[src/rtl/imm_gen_pkg.sv]
// Shared constants for the immediate-generation stage: format codes and
// base-ISA opcodes.
package imm_gen_pkg;
    localparam int FMT_W = 3;
    typedef logic [FMT_W-1:0] fmt_t;

    localparam fmt_t FMT_NONE = 3'd0;
    localparam fmt_t FMT_I    = 3'd1;
    localparam fmt_t FMT_S    = 3'd2;
    localparam fmt_t FMT_B    = 3'd3;
    localparam fmt_t FMT_U    = 3'd4;
    localparam fmt_t FMT_J    = 3'd5;
    localparam fmt_t FMT_SH   = 3'd6;
    localparam fmt_t FMT_R    = 3'd7;

    localparam logic [6:0] OP_LOAD   = 7'b0000011;
    localparam logic [6:0] OP_IMM    = 7'b0010011;
    localparam logic [6:0] OP_IMM32  = 7'b0011011;
    localparam logic [6:0] OP_JALR   = 7'b1100111;
    localparam logic [6:0] OP_STORE  = 7'b0100011;
    localparam logic [6:0] OP_BRANCH = 7'b1100011;
    localparam logic [6:0] OP_LUI    = 7'b0110111;
    localparam logic [6:0] OP_AUIPC  = 7'b0010111;
    localparam logic [6:0] OP_JAL    = 7'b1101111;
    localparam logic [6:0] OP_REG    = 7'b0110011;
    localparam logic [6:0] OP_REG32  = 7'b0111011;
endpackage

[src/rtl/imm_decode.sv]
// Combinational immediate decoder: instruction word to {imm, fmt, unknown}.
module imm_decode
    import imm_gen_pkg::*;
#(
    parameter int XLEN = 64
) (
    input  logic [31:0]     instr_i,
    output logic [XLEN-1:0] imm_o,
    output fmt_t            fmt_o,
    output logic            unknown_o
);
    localparam bit RV64 = (XLEN == 64);

    logic [6:0]  op;
    logic [2:0]  f3;
    logic        is_shift;
    logic [31:0] imm32;

    assign op       = instr_i[6:0];
    assign f3       = instr_i[14:12];
    assign is_shift = (f3 == 3'b001) || (f3 == 3'b101);

    // Every format is built as a sign-extended 32-bit value, then widened once.
    always_comb begin
        imm32     = '0;
        fmt_o     = FMT_NONE;
        unknown_o = 1'b0;
        case (op)
            OP_LOAD, OP_JALR: begin
                fmt_o = FMT_I;
                imm32 = {{20{instr_i[31]}}, instr_i[31:20]};
            end
            OP_IMM, OP_IMM32: begin
                if (op == OP_IMM32 && !RV64) begin
                    unknown_o = 1'b1;
                end else if (is_shift) begin
                    fmt_o = FMT_SH;
                    imm32 = (RV64 && op == OP_IMM) ? {26'b0, instr_i[25:20]}
                                                   : {27'b0, instr_i[24:20]};
                end else begin
                    fmt_o = FMT_I;
                    imm32 = {{20{instr_i[31]}}, instr_i[31:20]};
                end
            end
            OP_STORE: begin
                fmt_o = FMT_S;
                imm32 = {{20{instr_i[31]}}, instr_i[31:25], instr_i[11:7]};
            end
            OP_BRANCH: begin
                fmt_o = FMT_B;
                imm32 = {{19{instr_i[31]}}, instr_i[31], instr_i[7],
                         instr_i[30:25], instr_i[11:8], 1'b0};
            end
            OP_LUI, OP_AUIPC: begin
                fmt_o = FMT_U;
                imm32 = {instr_i[31:12], 12'b0};
            end
            OP_JAL: begin
                fmt_o = FMT_J;
                imm32 = {{11{instr_i[31]}}, instr_i[31], instr_i[19:12],
                         instr_i[20], instr_i[30:21], 1'b0};
            end
            OP_REG, OP_REG32: begin
                if (op == OP_REG32 && !RV64) unknown_o = 1'b1;
                else                         fmt_o     = FMT_R;
            end
            default: unknown_o = 1'b1;
        endcase
    end

    assign imm_o = XLEN'($signed(imm32));
endmodule

[src/rtl/imm_gen_stage.sv]
// Registered immediate-generation stage: decoder feeding a 2-entry skid FIFO,
// plus a saturating counter of accepted unknown opcodes.
module imm_gen_stage
    import imm_gen_pkg::*;
#(
    parameter int XLEN  = 64,
    parameter int CNT_W = 16
) (
    input  logic             clk,
    input  logic             rst_n,
    input  logic             in_valid,
    output logic             in_ready,
    input  logic [31:0]      in_instr,
    output logic             out_valid,
    input  logic             out_ready,
    output logic [XLEN-1:0]  out_imm,
    output logic [FMT_W-1:0] out_fmt,
    output logic             out_unknown,
    output logic [CNT_W-1:0] unknown_cnt
);
    logic [XLEN-1:0] dec_imm;
    fmt_t            dec_fmt;
    logic            dec_unk;

    imm_decode #(.XLEN(XLEN)) u_dec (
        .instr_i   (in_instr),
        .imm_o     (dec_imm),
        .fmt_o     (dec_fmt),
        .unknown_o (dec_unk)
    );

    logic [XLEN-1:0]  imm_q [2];
    fmt_t             fmt_q [2];
    logic [1:0]       unk_q;
    logic             head_q, tail_q;
    logic [1:0]       count_q, count_d;
    logic             in_ready_q;
    logic [CNT_W-1:0] cnt_q;
    logic             push, pop;

    assign out_valid = (count_q != 2'd0);
    assign push      = in_valid & in_ready_q;
    assign pop       = out_valid & out_ready;

    always_comb begin
        count_d = count_q;
        if (push && !pop)      count_d = count_q + 2'd1;
        else if (pop && !push) count_d = count_q - 2'd1;
    end

    always_ff @(posedge clk or negedge rst_n) begin
        if (!rst_n) begin
            for (int i = 0; i < 2; i++) begin
                imm_q[i] <= '0;
                fmt_q[i] <= FMT_NONE;
            end
            unk_q      <= '0;
            head_q     <= 1'b0;
            tail_q     <= 1'b0;
            count_q    <= 2'd0;
            in_ready_q <= 1'b1;
            cnt_q      <= '0;
        end else begin
            if (push) begin
                imm_q[tail_q] <= dec_imm;
                fmt_q[tail_q] <= dec_fmt;
                unk_q[tail_q] <= dec_unk;
                tail_q        <= ~tail_q;
                if (dec_unk && cnt_q != '1) cnt_q <= cnt_q + CNT_W'(1);
            end
            if (pop) head_q <= ~head_q;
            count_q    <= count_d;
            // Registered so the producer never sees a path from out_ready.
            in_ready_q <= (count_d != 2'd2);
        end
    end

    assign in_ready    = in_ready_q;
    assign out_imm     = imm_q[head_q];
    assign out_fmt     = fmt_q[head_q];
    assign out_unknown = unk_q[head_q];
    assign unknown_cnt = cnt_q;
endmodule

[config.mk]
export PLATFORM = sky130hd
export DESIGN_NAME = imm_gen_stage
export DESIGN_NICKNAME = d
export VERILOG_FILES = /design/src/rtl/imm_gen_pkg.sv /design/src/rtl/imm_decode.sv /design/src/rtl/imm_gen_stage.sv
export SDC_FILE = /design/constraint.sdc
export NUM_CORES = 1
export LEC_CHECK = 0
export ABC_AREA = 1
export BUFFER_PORTS_ARGS = -buffer_cell sky130_fd_sc_hd__buf_2
export CAP_MARGIN = 20
export CORE_MARGIN = 1.5
export CORE_UTILIZATION = 30
export DETAILED_ROUTE_END_ITERATION = 8
export GPL_ROUTABILITY_DRIVEN = 0
export GPL_TIMING_DRIVEN = 0
export SKIP_CTS_REPAIR_TIMING = 1
export SLEW_MARGIN = 15
export SYNTH_ARGS = -nofsm -noshare
export SYNTH_HDL_FRONTEND = slang
export SYNTH_SLANG_ARGS = --single-unit
[constraint.sdc]
create_clock -name clk -period 1.82 [get_ports clk]
set_input_delay 0.091 -clock clk [delete_from_list [all_inputs] [get_ports clk]]
set_output_delay 0.091 -clock clk [all_outputs]
set_load 0.01 [all_outputs]
==> results.json, run 1 <==
{
  "timing.hold.worst.class": "primary input to flop",
  "fin_nets": 971,
  "crit_path_end_kind": "output port",
  "initial_core_util": 0.305,
  "total_power_w": 0.00733,
  "io-pin-count": 122,
  "crit_top_cell": "nand2_8",
  "first_global_vias": 4741,
  "grt_use_total": 0.172,
  "cp_data_arrival_time_ps": 1640,
  "outcome": "completed",
  "layout.cells.non_filler": 1170,
  "place_hpwl_mm": 11.5,
  "cts_htree_levels": 3,
  "crit_required_ps": 1730,
  "cts.sink_count": 93,
  "clkSlewWorstSetupHoldPaths_ps": 70,
  "timing.fmax_mhz": 579,
  "worst-setup-path-type": "flop to output port",
  "slowest_stage": "dfrtp_2",
  "clock-skew-final_ps": 10.3,
  "drt_pre_antenna_iters": 5,
  "floorplan.core_area_um2": 17800,
  "synth.top_cell.area_share": 0.423,
  "fraction_of_power_consumed_by_sequential_logic": 0.360,
  "cell_internal_pwr_w": 0.00458,
  "clock_network_fraction_of_design_power": 0.290,
  "die_height_um": 138,
  "timing.final.crit_period_ps": 1730,
  "route.detailed.drc": 0,
  "grt-ovfl-total": 0,
  "numCtsBuffers": 9,
  "grt_pass1_wl_mm": 24.8,
  "maximum_number_of_pins_on_one_net_before_global_route_repair": 52,
  "routed_wire_length_per_instance_um": 13.5,
  "io_buffers": 121,
  "final_hold_viol_count": 0,
  "grt_antenna_before_repair": 4,
  "crit_path_start_kind": "flop",
  "route.vias.total": 5260,
  "delay_heaviest_family_cp": "buffers and inverters",
  "syn_to_final_growth_pct": 26.8,
  "count_of_placed_standard_cells_including_taps": 1143,
  "finalSetupViolCount": 0,
  "timing.critical_path.cells": "clkinvlp_4 -> buf_6 -> nand2_8 -> nand2_8 -> buf_4 -> buf_2",
  "cts_buffer_depth": 2,
  "final_worst_path_period_share": 0.949,
  "max_slew.worst_pin.slew_ps": 551,
  "finish.utilization": 0.386,
  "power.switching_w": 0.00275,
  "finalMaxSlewViolations": 0,
  "design.die.area_um2": 18900,
  "critPathLaunch": "head_q$_DFFE_PN0P_",
  "drive_above_1_share": 0.254,
  "syn-mean-instance-area_um2": 6.86,
  "yosysWarnings": 0,
  "fp.dieW_um": 138,
  "r2r_start": "in_ready$_DFF_PN1_",
  "max-vdd-ir-drop_uv": 552,
  "setup_tns_ps": 0,
  "syn-cell-area_um2": 5440,
  "postRouteAntennaNets": 0,
  "holdWs_ps": 23.3,
  "cts_root_buffer": "clkbuf_16",
  "core.rowCount": 49,
  "hold_start": "in_instr[27]",
  "max_cap_violations": 0,
  "drt_wl_total_mm": 15.8,
  "post_synth_inst_count": 792,
  "critPathMaxFanout": 17,
  "synth-seq-cells": 93,
  "unique_masters_post_synth": 32,
  "worst_path_largest_cell_delay_ps": 460,
  "first_iter_violations": 279,
  "worst-path-buf-inv": 4,
  "synth_largest_area_cell": "dfrtp_1",
  "syn_nets": 830,
  "synth-seq-area-share": 0.428,
  "power.density_cell_area_nw_per_um2": 1060,
  "synth_top_cells_by_area": "dfrtp_1, nand2_1, nand3_1, buf_4, nor2_1",
  "tritoncts": "yes",
  "rsz0062_at_grt": "yes",
  "p_sw_frac": 0.376,
  "clock_latency_ps": 360,
  "slew_headroom": 0.633,
  "nFillCells": 1921,
  "part_of_the_total_power_dissipated_in_combinational_logic": 0.350,
  "p_leak_nw": 4.22,
  "drt-vias-per-instance": 4.50
}
-- area by class of cell --
class                           count  area [µm²]  area share
Timing Repair Buffer              129         694       0.101
Tap cell                          229         287      0.0416
Inverter                           42         170      0.0247
Multi-Input combinational cell    596        2640       0.383
Clock inverter                      7         106      0.0154
Buffer                             62         433      0.0628
Clock buffer                        9         225      0.0327
Sequential cell                    93        2330       0.338
Antenna cell                        3        7.51     0.00109
-- power by group through the flow --
stage / registers [W] / logic (W) / clock network (W)
finish: 0.00264 / 0.00257 / 0.00213
global route: 0.00267 / 0.00289 / 0.00227
CTS: 0.00261 / 0.00237 / 0.00218
detailed placement: 0.00265 / 0.00236 / 0
global placement: 0.00265 / 0.00233 / 0
floorplan: 0.00262 / 0.00144 / 0
-- worst register-to-register path, cell delays in order, from the launching register on --
cell	delay (ps)
dfstp_2	530
nand2_1	160
inv_2	180
nand2_2	190
clkinvlp_4	190
buf_2	250
nand2_1	80
nand2_1	60
-- final timing paths --
check                                         to  slack, ps  cells past startpoint
max                                  out_imm[39]         90                      6
min                         imm_q[7]$_DFFE_PN0P_         20                      3
max reg2reg                imm_q[27]$_DFFE_PN0P_        110                      7
min reg2reg                imm_q[20]$_DFFE_PN0P_        480                      2
max in group asynchronous     head_q$_DFFE_PN0P_        970                      3
min in group asynchronous   imm_q[9]$_DFFE_PN0P_        230                      2
-- cell families after synthesis --
family | Yosys count | synth area share
simple gates | 564 | 0.427
buf+inv | 104 | 0.102
flops | 93 | 0.428
xor+xnor | 15 | 0.0242
compound gates | 14 | 0.0140
fa+ha+maj | 2 | 0.00460
-- cells in the final DEF, fill, tap and decap left out, drive strengths merged --
cell and instances:
ha 2, diode 3, nand2 428, inv 43, clkinv 2, nand3 58, a21oi 1, nand4 8
clkinvlp 2, xor2 9, a21boi 1, xnor2 6, buf 174, and2 1, bufinv 2, nor3 3
dfstp 1, clkbuf 25, dfrtp 92, dlygate4sd3 1, nand3b 1, nor2 66, o21ai 12
-- registers in the layout, indices dropped and copies added (netlist names) --
name and count:
fmt_q 6, imm_q 64, in_ready 1, head_q 1, unknown_cnt 16, unk_q 2, count_q 2, tail_q 1
-- routing by layer --
layer	track usage	vias to the layer above	part of all wire
met5	0	-	0.0014
met4	0.0626	4	0.025
met3	0.0522	33	0.068
met2	0.261	130	0.45
met1	0.230	2412	0.45
li1	-	2681	-
-- through the flow --
| stage | cell area, µm² | setup WS (ps) |
|---|---|---|
| finish | 6890 | 92.7 |
| global route | 6890 | -28.9 |
| CTS | 6700 | -886 |
| detailed placement | 6360 | -479 |
| global placement | 6330 | -440 |
| floorplan | 5440 | 162 |
-- synthesized netlist by cell type --
cell	number
nand2_4	3
dfrtp_1	92
nand3_2	3
inv_6	1
buf_6	4
nor2_4	1
inv_1	33
clkinv_1	3
nor2_2	5
nand3b_1	1
a21oi_1	1
o21ai_2	1
nand4_4	1
and2_1	1
xor2_1	9
inv_2	5
nor3_1	3
nor2_8	1
clkbuf_1	18
nor2_1	59
buf_2	7
a21boi_0	1
buf_4	32
ha_1	2
dfstp_2	1
nand2_1	419
buf_1	1
o21ai_0	11
nand2_2	5
xnor2_1	6
nand3_1	55
nand4_1	7
Power figures use the tool's default switching activity.
==> run 2, diff against run 1 <==
==> constraint.sdc (replaced) <==
create_clock -name clk -period 2.1 [get_ports clk]
set_input_delay 0.105 -clock clk [delete_from_list [all_inputs] [get_ports clk]]
set_output_delay 0.105 -clock clk [all_outputs]
set_load 0.01 [all_outputs]
==> run 2 against run 1 <==
  * Clock power down 19%
  * Worst setup slack improved by 57 ps
  * Via count shrank 0.78%
  * Power down 17%
  * Sequential power decreased by 14%
  * Critical path type unchanged
  * Die area unchanged
  * Critical path depth unchanged
  * Combinational power decreased by 19%
  * Sequential share of layout area grew 0.78 points
  * Largest cell class unchanged
==> results.json, run 2 (same netlist as run 1, synthesis figures left out) <==
{
  "numCtsBuffers": 9,
  "max_cap_violations": 0,
  "drt_wl_total_mm": 15.6,
  "setup_tns_ps": 0,
  "floorplan.core_area_um2": 17800,
  "cp_data_arrival_time_ps": 1850,
  "core.rowCount": 49,
  "first_iter_violations": 360,
  "syn_to_final_growth_pct": 23.8,
  "holdWs_ps": 38.5,
  "drt-vias-per-instance": 4.49,
  "p_leak_nw": 4.16,
  "layout.cells.non_filler": 1163,
  "slowest_stage": "dfrtp_2",
  "crit_path_start_kind": "flop",
  "grt_pass1_wl_mm": 25.0,
  "cts.sink_count": 93,
  "place_hpwl_mm": 11.5,
  "timing.final.ws_setup_ps": 150,
  "timing.hold.worst.class": "primary input to flop",
  "delay_heaviest_family_cp": "buffers and inverters",
  "count_of_placed_standard_cells_including_taps": 1143,
  "critPathMaxFanout": 33,
  "initial_core_util": 0.305,
  "timing.critical_path.cells": "clkbuf_4 -> clkbuf_4 -> nand2_1 -> nand2_8 -> buf_4 -> buf_2",
  "crit_path_end_kind": "output port",
  "drt_pre_antenna_iters": 5,
  "worst-setup-path-type": "flop to output port",
  "max-vdd-ir-drop_uv": 608,
  "route.vias.total": 5219,
  "final_cell_mix": "nand2_1, buf_2, dfrtp_1",
  "cts_root_buffer": "clkbuf_16",
  "max_slew.worst_pin.slew_ps": 600,
  "fp.dieW_um": 138,
  "postRouteAntennaNets": 0,
  "drive_above_1_share": 0.235,
  "crit_required_ps": 2000,
  "cts_buffer_depth": 2,
  "timing.fmax_mhz": 513,
  "die_height_um": 138,
  "fin_nets": 966,
  "clock_latency_ps": 350,
  "largest_register_ff_count": 64,
  "finalMaxSlewViolations": 0,
  "worst_path_largest_cell_delay_ps": 420,
  "clock-skew-final_ps": 6.85,
  "pre_cts_ws_ps": -427,
  "outcome": "completed",
  "grt-ovfl-total": 0,
  "tritoncts": "yes",
  "max_flop_register": "imm_q",
  "grt_antenna_before_repair": 2,
  "design.die.area_um2": 18900,
  "io_buffers": 121,
  "finalSetupViolCount": 0,
  "final_worst_path_period_share": 0.929,
  "total_power_w": 0.00606,
  "first_global_vias": 4803,
  "route.detailed.drc": 0,
  "timing.final.crit_period_ps": 1950,
  "rsz0062_at_grt": "no",
  "routed_wire_length_per_instance_um": 13.4,
  "crit_top_cell": "clkbuf_4",
  "grt_use_total": 0.172,
  "maximum_number_of_pins_on_one_net_before_global_route_repair": 54,
  "worst-path-buf-inv": 4,
  "slew_headroom": 0.600,
  "layout_commonest_cell": "nand2_1",
  "final_hold_viol_count": 0,
  "cts_htree_levels": 3,
  "clkSlewWorstSetupHoldPaths_ps": 70,
  "io-pin-count": 122,
  "power.density_cell_area_nw_per_um2": 900
}
## run 2: per-layer routing
| metal | track usage | wire (µm) |
|---|---|---|
| met5 | 0 | 13 |
| met2 | 0.276 | 7280 |
| met3 | 0.0390 | 847 |
| met1 | 0.230 | 7260 |
| met4 | 0.0480 | 191 |
## run 2: area by class of cell
class / count / area [µm²]
Buffer: 62 / 403
Inverter: 42 / 166
Timing Repair Buffer: 125 / 664
Multi-Input combinational cell: 595 / 2570
Tap cell: 229 / 287
Antenna cell: 1 / 2.50
Clock inverter: 5 / 57.6
Sequential cell: 93 / 2330
Clock buffer: 11 / 253
Fill cell: 1933 / 11100
## run 2: final timing paths
path                                  startpoint               endpoint  slack, ps  depth (start not counted)
setup / recovery              head_q$_DFFE_PN0P_            out_imm[61]        150                          6
hold / removal                      in_instr[27]  imm_q[71]$_DFFE_PN0P_         40                          3
hold reg to reg            imm_q[29]$_DFFE_PN0P_  imm_q[29]$_DFFE_PN0P_        480                          2
max in group asynchronous                  rst_n     in_ready$_DFF_PN1_       1200                          3
min in group asynchronous                  rst_n  imm_q[18]$_DFFE_PN0P_        230                          2
setup reg to reg              in_ready$_DFF_PN1_  imm_q[18]$_DFFE_PN0P_        250                          7
## run 2: worst register-to-register path: stages, from the launching register on
cell and delay, ps:
dfstp_2 530, nand2_1 130, inv_1 230, nand2_2 200, clkinv_1 240, buf_2 310
nand2_1 90, nand2_1 60
## run 2: per-stage QoR
stage / util / area, µm²
floorplan: - / 5440
detailed placement: 0.357 / 6360
finish: 0.377 / 6730
CTS: 0.374 / 6670
global route: 0.377 / 6730
global placement: 0.355 / 6330
## run 2: where the power goes
| group | switching [W] | total, W | internal (W) |
|---|---|---|---|
| Sequential | 0.000195 | 0.00227 | 0.00207 |
| Combinational | 0.00135 | 0.00208 | 0.000725 |
| Clock | 0.000725 | 0.00172 | 0.000990 |
